## config.mk

```make
export PLATFORM = sky130hd
export DESIGN_NAME = dma_stream_decoupler
export DESIGN_NICKNAME = d
export VERILOG_FILES = /design/src/rtl/dma_stream_decoupler.sv
export SDC_FILE = /design/constraint.sdc
export NUM_CORES = 1
export LEC_CHECK = 0
export CORE_UTILIZATION = 30
export CTS_BUF_LIST = sky130_fd_sc_hd__clkbuf_2
export DETAILED_ROUTE_END_ITERATION = 16
export MAX_ROUTING_LAYER = met4
export PLACE_DENSITY = 0.53
export SLEW_MARGIN = 40
export SYNTH_ARGS = -nofsm -noshare
export SYNTH_HDL_FRONTEND = slang
export SYNTH_SLANG_ARGS = --single-unit
```

## constraint.sdc

```tcl
create_clock -name clk -period 10.3 [get_ports clk]
set_input_delay 1.545 -clock clk [delete_from_list [all_inputs] [get_ports clk]]
set_output_delay 1.545 -clock clk [all_outputs]
set_load 0.05 [all_outputs]
```

## src/rtl/dma_stream_decoupler.sv

```systemverilog
// Static-side decoupler between the partition's DMA stream and the PCIe DMA engine: registered 2-entry skid,
// drain/decouple/discard control and diagnostics counters. Optional drain timeout: DMA_DECOUPLER_TIMEOUT_EN.
module dma_stream_decoupler #(
    parameter int C_DATA_WIDTH    = 128,
    parameter int C_DRAIN_TIMEOUT = 1024
) (
    input  logic                    clk,
    input  logic                    rst,
    input  logic                    decouple_req,
    output logic                    decouple_ack,
    input  logic [C_DATA_WIDTH-1:0] s_axis_dma_tdata,
    input  logic                    s_axis_dma_tlast,
    input  logic                    s_axis_dma_tvalid,
    output logic                    s_axis_dma_tready,
    output logic [C_DATA_WIDTH-1:0] m_axis_dma_tdata,
    output logic                    m_axis_dma_tlast,
    output logic                    m_axis_dma_tvalid,
    input  logic                    m_axis_dma_tready,
    output logic [31:0]             pkt_count,
    output logic [15:0]             drop_count,
    output logic                    drain_abort
);
    typedef enum logic [1:0] {ST_PASS, ST_DRAIN, ST_DECOUPLED} state_t;

    state_t                  state_reg, state_next;
    logic                    out_valid_reg, out_valid_next;
    logic [C_DATA_WIDTH-1:0] out_data_reg, out_data_next;
    logic                    out_last_reg, out_last_next;
    logic                    skid_valid_reg, skid_valid_next;
    logic [C_DATA_WIDTH-1:0] skid_data_reg, skid_data_next;
    logic                    skid_last_reg, skid_last_next;
    logic                    ready_reg, ready_next;
    logic                    in_pkt_reg, in_pkt_next;
    logic                    ack_reg, ack_next;
    logic [31:0]             pkt_count_reg, pkt_count_next;
    logic [15:0]             drop_count_reg, drop_count_next;
    logic                    abort_reg;

    logic                    s_hs, m_hs, push, empty_next, fire;
    logic [C_DATA_WIDTH-1:0] push_data;
    logic                    push_last;

    assign s_hs = s_axis_dma_tvalid && ready_reg;
    assign m_hs = out_valid_reg && m_axis_dma_tready;

`ifdef DMA_DECOUPLER_TIMEOUT_EN
    localparam int TW = $clog2(C_DRAIN_TIMEOUT + 1);
    logic [TW-1:0] timer_reg, timer_next;
    logic          drain_idle;

    assign drain_idle = (state_reg == ST_DRAIN) && in_pkt_reg && !s_hs;
    // Fire only when slot 2 is free so the synthetic tlast always has room in the buffer.
    assign fire = drain_idle && !skid_valid_reg && (timer_reg == TW'(C_DRAIN_TIMEOUT - 1));

    always_comb begin
        timer_next = '0;
        if (drain_idle && !fire) begin
            timer_next = (timer_reg == TW'(C_DRAIN_TIMEOUT - 1)) ? timer_reg : timer_reg + TW'(1);
        end
    end

    always_ff @(posedge clk or posedge rst) begin
        if (rst) begin
            timer_reg <= '0;
        end else begin
            timer_reg <= timer_next;
        end
    end
`else
    assign fire = 1'b0;
`endif

    // Beats accepted while decoupled are swallowed; everything else enters the skid buffer.
    assign push      = (s_hs && (state_reg != ST_DECOUPLED)) || fire;
    assign push_data = fire ? '0 : s_axis_dma_tdata;
    assign push_last = fire ? 1'b1 : s_axis_dma_tlast;

    always_comb begin
        out_valid_next  = out_valid_reg;
        out_data_next   = out_data_reg;
        out_last_next   = out_last_reg;
        skid_valid_next = skid_valid_reg;
        skid_data_next  = skid_data_reg;
        skid_last_next  = skid_last_reg;
        in_pkt_next     = in_pkt_reg;
        state_next      = state_reg;
        ready_next      = 1'b0;
        pkt_count_next  = pkt_count_reg;
        drop_count_next = drop_count_reg;

        if (s_hs) begin
            in_pkt_next = !s_axis_dma_tlast;
        end
        if (fire) begin
            in_pkt_next = 1'b0;
        end

        if (!out_valid_reg || m_hs) begin
            if (skid_valid_reg) begin
                out_valid_next  = 1'b1;
                out_data_next   = skid_data_reg;
                out_last_next   = skid_last_reg;
                skid_valid_next = push;
                if (push) begin
                    skid_data_next = push_data;
                    skid_last_next = push_last;
                end
            end else begin
                out_valid_next = push;
                if (push) begin
                    out_data_next = push_data;
                    out_last_next = push_last;
                end
            end
        end else if (push) begin
            skid_valid_next = 1'b1;
            skid_data_next  = push_data;
            skid_last_next  = push_last;
        end

        empty_next = !out_valid_next && !skid_valid_next;

        case (state_reg)
            ST_PASS:      if (decouple_req) state_next = ST_DRAIN;
            ST_DRAIN:     if (!in_pkt_next && empty_next) state_next = ST_DECOUPLED;
            ST_DECOUPLED: if (!decouple_req && !in_pkt_next) state_next = ST_PASS;
            default:      state_next = ST_PASS;
        endcase

        // s_tready is a register, so it is derived from next-cycle state and occupancy.
        case (state_next)
            ST_PASS:      ready_next = !skid_valid_next;
            ST_DRAIN:     ready_next = in_pkt_next && !skid_valid_next;
            ST_DECOUPLED: ready_next = 1'b1;
            default:      ready_next = 1'b0;
        endcase

        ack_next = (state_next == ST_DECOUPLED);

        if (m_hs && out_last_reg) begin
            pkt_count_next = pkt_count_reg + 32'd1;
        end
        if (s_hs && (state_reg == ST_DECOUPLED) && (drop_count_reg != 16'hFFFF)) begin
            drop_count_next = drop_count_reg + 16'd1;
        end
    end

    always_ff @(posedge clk or posedge rst) begin
        if (rst) begin
            state_reg      <= ST_PASS;
            out_valid_reg  <= 1'b0;
            out_data_reg   <= '0;
            out_last_reg   <= 1'b0;
            skid_valid_reg <= 1'b0;
            skid_data_reg  <= '0;
            skid_last_reg  <= 1'b0;
            ready_reg      <= 1'b0;
            in_pkt_reg     <= 1'b0;
            ack_reg        <= 1'b0;
            pkt_count_reg  <= '0;
            drop_count_reg <= '0;
            abort_reg      <= 1'b0;
        end else begin
            state_reg      <= state_next;
            out_valid_reg  <= out_valid_next;
            out_data_reg   <= out_data_next;
            out_last_reg   <= out_last_next;
            skid_valid_reg <= skid_valid_next;
            skid_data_reg  <= skid_data_next;
            skid_last_reg  <= skid_last_next;
            ready_reg      <= ready_next;
            in_pkt_reg     <= in_pkt_next;
            ack_reg        <= ack_next;
            pkt_count_reg  <= pkt_count_next;
            drop_count_reg <= drop_count_next;
            abort_reg      <= fire;
        end
    end

    assign decouple_ack      = ack_reg;
    assign s_axis_dma_tready = ready_reg;
    assign m_axis_dma_tdata  = out_data_reg;
    assign m_axis_dma_tlast  = out_last_reg;
    assign m_axis_dma_tvalid = out_valid_reg;
    assign pkt_count         = pkt_count_reg;
    assign drop_count        = drop_count_reg;
    assign drain_abort       = abort_reg;

endmodule

```

==> results.txt <==
Clock Skews: 0.07237 ns
maximum clock insertion buffer count: 3
reg2reg setup slack: 7.41 ns
worst-path fanout max: 5
placed inst area: 17830 um^2
endpoints failing hold: 0
Reg clk slew, reported paths: 0.09 ns
largest net degree at the start of global routing: 92
die span in y: 218.8 um
# DRC: 0
CP required: 8.76 ns
Static Leak: 8.056 nW
CP top delay family: buffers and inverters
Starting Density: 30.34%
number of max-cap violations: 0
clock root buffer: clkbuf_2
input/output buffers: 313
crit start category: register
Yosys top cell by area: dfrtp_1
First DRT Iteration DRCs: 330
path type of the worst setup path: reg -> out
status: complete, no violations
CTS tree: built
H-tree Lvls: 3
Register Area: 7836 um^2
Final HPWL DP: 22000 um
Metal-1 WL: 15110 um
Post-synth EDFFs: 0
most common cell after layout, fill and taps aside: clkdlybuf4s50_1
wire length on met3: 2896 um
post-layout min period: 3.916 ns
endpoints failing setup: 0
area of the multi-input gates: 5921 um^2
number of global-route vias before repair: 9528
global-route wire length before repair: 54390 um
slowest stage delay, CP: 0.86 ns
worst hold margin: 0.4873 ns
final setup TNS: 0 ns
PD cells: 324.5 nW/um^2
total track usage: 15.16%
top post-synthesis cells by area: dfrtp_1 (56%), mux2_2 (13%), mux2_4 (11%), mux2_1 (9.7%), xnor2_1 (1.9%)
post-synthesis sequential area ratio: 55.56%
Hold WC Path Type: reg -> reg
Cell Area, Synth: 14100 um^2
final cycle utilization of the critical path: 38.02%
Rows: 79
Worst EP arrival: 2.37 ns
Die ar.: 47860 um^2
Avg WL per Cell: 17.58 um
Total Wirelength: 34520 um
Synth-to-Final Area Change: 32.68%
post-route ant nets: 0
CP Cell Sequence: clkdlybuf4s50_1
pins over their slew limit: 0
Max Used Layer: met4
# fillers: 4473
number of CTS-inserted buffers: 88
initial antenna violation count: 3
worst-skew pair later-pin latency: 1.04 ns
# IOs: 315
RePlAce Congestion: 0.7801
Synth Flop Type: dfrtp_1
CTS resizes: 0
share of the synthesized area in the top cell type: 55.56%
post-route design area: 18700 um^2
cell with the largest stage delay on the worst path: clkdlybuf4s50_1
die width: 218.8 um
commonest cells after routing, fill and taps aside: clkdlybuf4s50_1 (313), dfrtp_1 (312), mux2_2 (168), clkbuf_2 (131), mux2_1 (122)
FMAX: 255.4 MHz
RSZ-0062 raised after global routing: false
Synth Area per Inst: 15.31 um^2
crit path buf inv count: 1
max_slew headroom: 46.52%
Post-Syn Nets: 1057
layout cells sized above 1: 31.83%
hold buffers post-CTS: 0
FFs w/ async S/R, synth: 100.0%
synth warn: 0
routed wl met2: 15710 um
via count: 8894
Worst-Margin Slew: 0.8022 ns
#FFs+latches synth: 313
post-CTS setup repair buffer count: 0
core box area: 46460 um^2
Post-Syn Instances: 921
total congestion overflow: 0
DR pass1 iterations: 6
clock sink count: 313
count of different cell masters after synthesis: 46
fin nets: 1425
Vias per Instance: 4.531
worst vdd ir: 178.3 uV
Worst Setup End Kind: primary output
[final timing paths]
check	from	to	depth (start not counted)
worst max-delay path	drop_count[0]	drop_count[0]	1
worst min-delay path	pkt_count[31]	pkt_count[31]	1
worst max register to register	skid_valid_reg	m_axis_dma_tdata[120]	4
worst min register to register	pkt_count[31]	pkt_count[31]	1
max in group asynchronous	rst	skid_data_reg[38]	4
min in group asynchronous	rst	m_axis_dma_tdata[59]	2
[cells by family (layout without fill, tap and decap cells)]
kind of cell / Yosys count / count (layout) / share of synthesized area, %
other: 1 / 6 / 0.02660
xor gates and xnor gates: 45 / 45 / 2.796
buffers and inverters: 56 / 486 / 2.627
muxes: 391 / 391 / 33.89
adders and majority gates: 2 / 2 / 0.1775
DFF: 313 / 313 / 55.56
and+or+nand+nor: 98 / 98 / 4.047
AOI/OAI and AO/OA: 15 / 15 / 0.8788
[power by group]
group / switching [W] / internal [W]
logic: 0.00167 / 0.00134
clock network: 0.000540 / 0.000434
registers: 0.000306 / 0.00178
total: 0.00252 / 0.00355
[cell type report]
type,count,share of cell area [%]
Antenna cell,5,0.06689
Tap cell,607,4.060
Multi-Input combinational cell,552,31.65
Inverter,7,0.1806
Clock buffer,131,3.505
Sequential cell,313,41.90
Clock inverter,21,0.9833
Timing Repair Buffer,327,17.65
[cells in the mapped netlist (all sizes together), types with 2 or more instances]
cell and n:
mux2 390, dfrtp 313, buf 41, xnor2 31, nand4 20, nand2 16, nand3 16, xor2 14
nor2 13, nor4 11, clkbuf 8, inv 7, and3 5, and4 4, nor3 4, o21ai 3
a211oi 2, a21oi 2, ha 2, nand2b 2, o32ai 2, or2 2
[per-stage QoR]
stage / util [%] / setup WS, ns / power [W] / std cells
global route: 40.26 / 6.103 / 0.006437 / 1963
floorplan: - / 0.09720 / 0.004249 / 921
CTS: 40.18 / 6.145 / 0.006184 / 1957
detailed placement: 38.38 / 5.685 / 0.005149 / 1805
global placement: 38.27 / 5.708 / 0.005106 / 1804
finish: 40.26 / 6.384 / 0.006069 / 1963
[per-layer routing]
metal / track usage [%] / vias up
met3: 6.556 / 69
met5: - / -
met1: 18.35 / 4447
li1: - / 4112
met4: 5.810 / 0
met2: 22.18 / 266
Note: power is estimated with default switching activity, not from simulation.
